### config.mk
export PLATFORM = sky130hd
export DESIGN_NAME = register_file_dp
export DESIGN_NICKNAME = d
export VERILOG_FILES = /design/src/rtl/register_file_dp.sv
export SDC_FILE = /design/constraint.sdc
export NUM_CORES = 2
export LEC_CHECK = 0
export CORE_UTILIZATION = 42
export CTS_CLUSTER_DIAMETER = 100
export CTS_CLUSTER_SIZE = 14
export DETAILED_ROUTE_END_ITERATION = 7
export GPL_TIMING_DRIVEN = 0
export PLACE_DENSITY = 0.7
export RECOVER_POWER = 50
export SYNTH_ARGS = -nofsm -noshare
export SYNTH_HDL_FRONTEND = slang
export SYNTH_SLANG_ARGS = --single-unit
### constraint.sdc
create_clock -name clk -period 5.51 [get_ports clk]
set_input_delay 1.102 -clock clk [delete_from_list [all_inputs] [get_ports clk]]
set_output_delay 1.102 -clock clk [all_outputs]
set_load 0.01 [all_outputs]
### src/rtl/register_file_dp.sv
// register_file_dp: dual-read, dual-write register file with entry 0 hardwired
// to zero. After reset or a soft clear, the array is swept one entry per clock
// edge (entries 1..NREG-1) and is only usable once ready rises.
// Optional feature: define RF_BYPASS_EN to forward same-cycle write data to
// the read ports (port B data preferred over port A).
module register_file_dp #(
  parameter  int XLEN = 32,
  parameter  int NREG = 32,
  localparam int AW   = $clog2(NREG)
) (
  input  logic            clk,
  input  logic            rst,
  input  logic            clr,
  input  logic [AW-1:0]   a1,
  input  logic [AW-1:0]   a2,
  input  logic [AW-1:0]   a3,
  input  logic [XLEN-1:0] wd3,
  input  logic            we3,
  input  logic [AW-1:0]   a4,
  input  logic [XLEN-1:0] wd4,
  input  logic            we4,
  output logic [XLEN-1:0] rd1,
  output logic [XLEN-1:0] rd2,
  output logic            ready
);

  typedef enum logic {
    CLEAR = 1'b0,
    READY = 1'b1
  } state_t;

  localparam logic [AW-1:0] LAST = AW'(NREG - 1);

  state_t          state;
  logic [AW-1:0]   cnt;
  logic [XLEN-1:0] mem [NREG];

  // Control machine: sweep the array in CLEAR, accept writes in READY.
  // The counter stops at its terminal value instead of wrapping.
  always_ff @(posedge clk) begin
    if (rst) begin
      state <= CLEAR;
      cnt   <= AW'(1);
      ready <= 1'b0;
    end else begin
      case (state)
        CLEAR: begin
          if (cnt == LAST) begin
            state <= READY;
            ready <= 1'b1;
          end else begin
            cnt <= cnt + AW'(1);
          end
        end
        READY: begin
          if (clr) begin
            state <= CLEAR;
            cnt   <= AW'(1);
            ready <= 1'b0;
          end
        end
        default: begin
          state <= CLEAR;
          cnt   <= AW'(1);
          ready <= 1'b0;
        end
      endcase
    end
  end

  // Array update: zero one entry per edge while clearing, otherwise apply the
  // two write ports; port B is written last so it wins on an address clash.
  always_ff @(posedge clk) begin
    if (!rst) begin
      if (state == CLEAR) begin
        mem[cnt] <= '0;
      end else if (!clr) begin
        if (we3 && (a3 != '0)) begin
          mem[a3] <= wd3;
        end
        if (we4 && (a4 != '0)) begin
          mem[a4] <= wd4;
        end
      end
    end
  end

  function automatic logic [XLEN-1:0] read_port(input logic [AW-1:0] addr);
    logic [XLEN-1:0] val;
    val = '0;
    if (ready && (addr != '0)) begin
      val = mem[addr];
`ifdef RF_BYPASS_EN
      if (we4 && (a4 == addr)) begin
        val = wd4;
      end else if (we3 && (a3 == addr)) begin
        val = wd3;
      end
`endif
    end
    return val;
  endfunction

  // Combinational read ports; both read zero while the array is not ready.
  always_comb begin
    rd1 = read_port(a1);
    rd2 = read_port(a2);
  end

endmodule

==> After elaboration in Yosys (flattened, before gate mapping) <==
Memories as Yosys holds them, arrays and structs flattened.
Cells that the tools add are included.
W data, S select, Z words.
{ "word_totals": {"regBits": 7, "ramBits": 1024, "in_bits": 89, "out_inout_bits": 65, "elab_cells": 48, "memories": 1} }
{ "op_classes": {"add_sub_neg": 1, "eq_ne": 4, "muxes": 27, "n_bitwise": 1, "reduce_logical": 11} }
{ "mem_list": {"columns": ["name", "depth", "word_bits", "read_ports", "rd_clocked_by_memory_dff", "write_ports", "line_no", "text"], "rows": [
  ["mem", 32, 32, 2, 0, 2, "36", "logic [XLEN-1:0] mem [NREG];"]
]} }
{ "ops": {"columns": ["operator", "n"], "rows": [
  ["$mux W32", 3],
  ["$reduce_or A32 Y1", 1],
  ["$reduce_bool A5 Y1", 4],
  ["$mux W1", 18],
  ["$mux W5", 3],
  ["$pmux W5 S2", 1],
  ["$ne A2 B2 Y1 const B", 3],
  ["$add A5 B1 Y5 const B", 1],
  ["$eq A5 B5 Y1 const B", 1],
  ["$logic_and A1 B1 Y1", 4],
  ["$pmux W1 S2", 2],
  ["$reduce_and A2 Y1", 2],
  ["$not A1 Y1", 1]
]} }

==> Logic depth before layout (Yosys ltp) <==
{ "logic_depth": {"ltp_word": 9, "depth_mapped": 9, "depth_no_buf": 7} }

==> Least setup slack after synthesis <==
Ideal clock, no wire load.
{ "synth_timing": {"path_type": "input -> register", "start": "input a3[2]", "end": "memory mem[4][0], enable pin", "setup_ns": 0.466, "arrival_time_ns": 4.835, "required_time_ns": 5.044, "slack_ns": 0.209, "cell_stages": 7, "n_path_buf": 3, "cell_sequence": "buf_2 -> or4_4 -> o21a_1 -> buf_6 -> buf_6 -> o31a_1 -> o21ai_0"} }
{ "synth_rtl": {"columns": ["element", "line_no", "text"], "rows": [
  ["from (decl)", "16", "input logic [AW-1:0] a3,"],
  ["to (decl)", "36", null]
]} }

==> Worst setup path in the final report <==
{ "layout_timing": {"start": "input a2[1]", "end": "output rd2[20]"} }
{ "layout_between": {"elab_chain_cells": 3, "word_cells_on_any_way": 4, "classes_between": "1 x mux; 2 x reduce/logical; 1 x memory"} }
{ "layout_lines": {"columns": ["element", "line_no", "text"], "rows": [
  ["from (decl)", "15", "input logic [AW-1:0] a2,"],
  ["branches (longest 2 deep; another with $mem_v2 Z32 W32)", null, null],
  ["$mux W32 (*)", "91", "if (ready && (addr != '0)) begin"],
  ["to (decl)", "23", "output logic [XLEN-1:0] rd2,"]
]} }
Mark *: on every way between the ends.

==> results_dict.tcl <==
set metrics [dict create \
    outcome "finished with violations" \
    violations "max-capacitance violations, max-slew violations, negative setup slack" \
    use_met2_pct 50.8 \
    vias_per_cell 6.85 \
    drive_gt1_share_pct 30.0 \
    globalRouteMet3Util_pct 13.7 \
    crit_type "primary input to output port" \
    synthArstFlopShare_pct 0 \
    total_power_mw 15.8 \
    p_seq_share_pct 54.7 \
    endpoint_kind "output port" \
    worst_ep_arrival_time_ns 4.64 \
    required_ns 4.41 \
    worstSkewPairLatency_ns 0.74 \
    min_period_ns 5.74 \
    netlist_area_mm2 0.0607 \
    yosys-top-cells-area "edfxtp_1 (51%), mux2_2 (14%), mux4_2 (9.4%)" \
    crit_fanout 10 \
    fp.dieH_um 382 \
    gp_congestion 1.03 \
    wire_per_inst_um 38.9 \
    grt-busiest-layer "met2" \
    r2r-start "state$_SDFF_PP0_" \
    antenna_left 0 \
    remaining_drc_errors 0 \
    grt_usage_pct 34.9 \
    critical_path.cell_chain "clkbuf_2 > buf_4 > buf_6 > buf_2 > mux2i_1 > nand2_1 > a31oi_2 > nand4_1 > clkdlybuf4s50_1" \
    startpoint_type "primary input" \
    clock_path_buffers 3 \
    cts_inserted_buffers 83 \
    crit_family "buffers and inverters" \
    syn_nets 4628 \
    antenna_found_initial 13 \
    cts_setup_buffers 0 \
    placed_area_mm2 0.0656 \
    initial_core_util_pct 42.3 \
    cts_tree "done" \
    root_buffer "clkbuf_16" \
    skew_ns 0.0355 \
    synth.largest_area_cell "edfxtp_1" \
    grt_max_degree 29 \
    design_area_mm2 0.0681 \
    yosysWarnings 0 \
    max_stage_delay_ns 0.65 \
    path_clk_slew_ns 0.08 \
    synthToLayoutAreaGrowth_pct 12.3 \
    slowest_stage "clkdlybuf4s50_1" \
    place_ws_ns -1.72 \
    p_sw_share_pct 25.1 \
    stdcell_count 6725 \
    drv_slew 81 \
    first_global_vias 44100 \
    ys_seq_elements 1031 \
    p_int_mw 11.8 \
    critPathLaunch "a2[1]" \
    pwr-share-comb_pct 8.6 \
    die_area_mm2 0.146 \
    yosysSeqAreaShare_pct 50.9 \
    num_vias 46000 \
    final_net_count 4894 \
    drt-pass1-iter-count 6 \
    post-route-period-util_pct 104 \
    core_mm2 0.143 \
    leakage_nw 23.2 \
    setup_viol 72 \
    grt_first_pass_wirelength_mm 353 \
    whs_ns 0.577 \
    drt_iter0_markers 7923 \
    worst_slack_ns -0.229 \
    port_buffers 149 \
    cts_max_level 3 \
    synthCells 4537 \
    hold_viol 0 \
    ys.flop_type "edfxtp_1" \
    die_w_um 382 \
    fmaxAchievable_ghz 0.174 \
    hp-class "register to register" \
    ios 154 \
    postSynthAreaPerCell_um2 13.4 \
    dpl.hpwl_mm 197 \
    synth_edf_count 1024 \
    crit_buf_inv 5 \
    grt-ovfl-total 0 \
    met1_usage_pct 44.6 \
    synth_top_area_share_pct 50.7 \
    fillers 12600 \
    synth_cell_types 55 \
    cts.sinks 1031 \
    place_inst 6623 \
    ir_drop_uv 228 \
    max_cap_violations 8 \
    finalWirelength_mm 261 \
    switchingPower_mw 3.96 \
    holdCritStartpoint "cnt[0]$_SDFFE_PP1P_" \
    fp-row-count 139 \
    worst_pin_slew_ns 2.29 \
    p_clk_share_pct 36.7 \
    power_density_mw_per_mm2 231 \
    maxSlewHeadroom_pct -53.7 \
]
==> layer usage <==
metal	share of wire, %	up-vias
li1	-	18200
met1	36	23100
met2	42	3945
met3	15	798
met4	6.3	14
met5	0.075	-
==> area by class of cell <==
cell class / count / area, um2 / area share [%]
clock inverter: 5 / 61.3 / 0.0900
clock buffer: 92 / 2170 / 3.19
buffer: 526 / 2830 / 4.16
antenna: 7 / 17.5 / 0.0257
timing repair buffer: 185 / 2150 / 3.16
inverter: 38 / 143 / 0.209
multi-input combinational: 2938 / 27500 / 40.3
sequential: 1031 / 30900 / 45.3
tap: 1903 / 2380 / 3.50
==> repair_timing <==
item / in CTS / in global routing
gates cloned: 0 / 0
hold buffers: 0 / 0
pin swaps: 9 / 12
setup endpoints to repair: 64 / 31
resized for setup: 283 / 65
==> per-stage QoR <==
stage,setup TNS (ns),util (%)
floorplan,0,-
global placement,-2824.02,45.0
detailed placement,-74.75,45.7
CTS,0,47.6
global route,-0.00801,47.5
finish,-4.32,47.5
==> cell usage after synthesis (2+ instances only) <==
master	number
clkbuf_2	6
nand2_1	382
ha_1	2
inv_2	26
buf_2	111
o31a_1	6
a311oi_1	2
buf_1	68
mux2_2	737
and4b_1	5
nor4b_1	2
nand2b_1	4
mux2i_1	520
nand3_1	152
edfxtp_1	1024
nor3_1	5
inv_1	12
buf_6	41
mux4_2	252
nand4_1	66
a22o_1	61
clkbuf_1	302
nand4b_1	5
nand2_4	26
o21ai_0	282
and3_1	11
a21oi_1	69
nor2_1	18
dfxtp_1	7
nand3b_1	2
a41oi_1	2
nor4bb_1	5
buf_12	2
nor3b_1	7
nand2_2	13
a22oi_1	199
and2_1	7
nor2b_1	9
and3b_1	3
a31oi_1	62
o21bai_1	8
==> final timing paths <==
path	endpoint	slack (ns)	cells past startpoint
max	rd2[20]	-0.23	9
min reg2reg	cnt[0]$_SDFFE_PP1P_	0.58	1
max reg2reg	mem[1][4]$_DFFE_PP_	0.46	6
min	cnt[0]$_SDFFE_PP1P_	0.58	1
==> power by group through the flow <==
stage          Sequential [mW]  Clock [mW]  Combinational, mW
5_1_grt                   8.62        5.94               1.34
3_3_place_gp              8.79           0               1.23
3_5_place_dp              8.79           0               1.27
2_1_floorplan             8.78           0              0.662
4_1_cts                   8.61        5.71               1.30
6_report                  8.62        5.78               1.35
==> registers in the layout (all words and copies together) (netlist names) <==
name	count
cnt	5
mem	1024
ready	1
state	1
==> logic make-up after synthesis <==
| family | Yosys count | synth area share, % |
|---|---|---|
| compound gates | 699 | 7.23 |
| fa+ha+maj | 2 | 0.0412 |
| buf+inv | 568 | 4.32 |
| flops | 1031 | 50.9 |
| mux | 1509 | 31.6 |
| simple gates | 728 | 5.90 |
==> layout by cell type, fill, tap and decap left out, types with 37 or more instances in the layout <==
| cell | count |
|---|---|
| a22o_1 | 56 |
| buf_6 | 50 |
| a31oi_1 | 48 |
| clkbuf_1 | 274 |
| mux4_2 | 252 |
| inv_1 | 37 |
| nand4_1 | 66 |
| nand3_1 | 150 |
| buf_2 | 54 |
| clkbuf_16 | 86 |
| clkdlybuf4s50_1 | 136 |
| nand2_1 | 401 |
| mux2i_1 | 520 |
| a22oi_1 | 198 |
| edfxtp_1 | 1024 |
| clkbuf_2 | 75 |
| o21ai_0 | 262 |
| buf_4 | 42 |
| a21oi_1 | 69 |
| mux2_2 | 735 |
No activity file was read; power rests on OpenSTA's default activity.
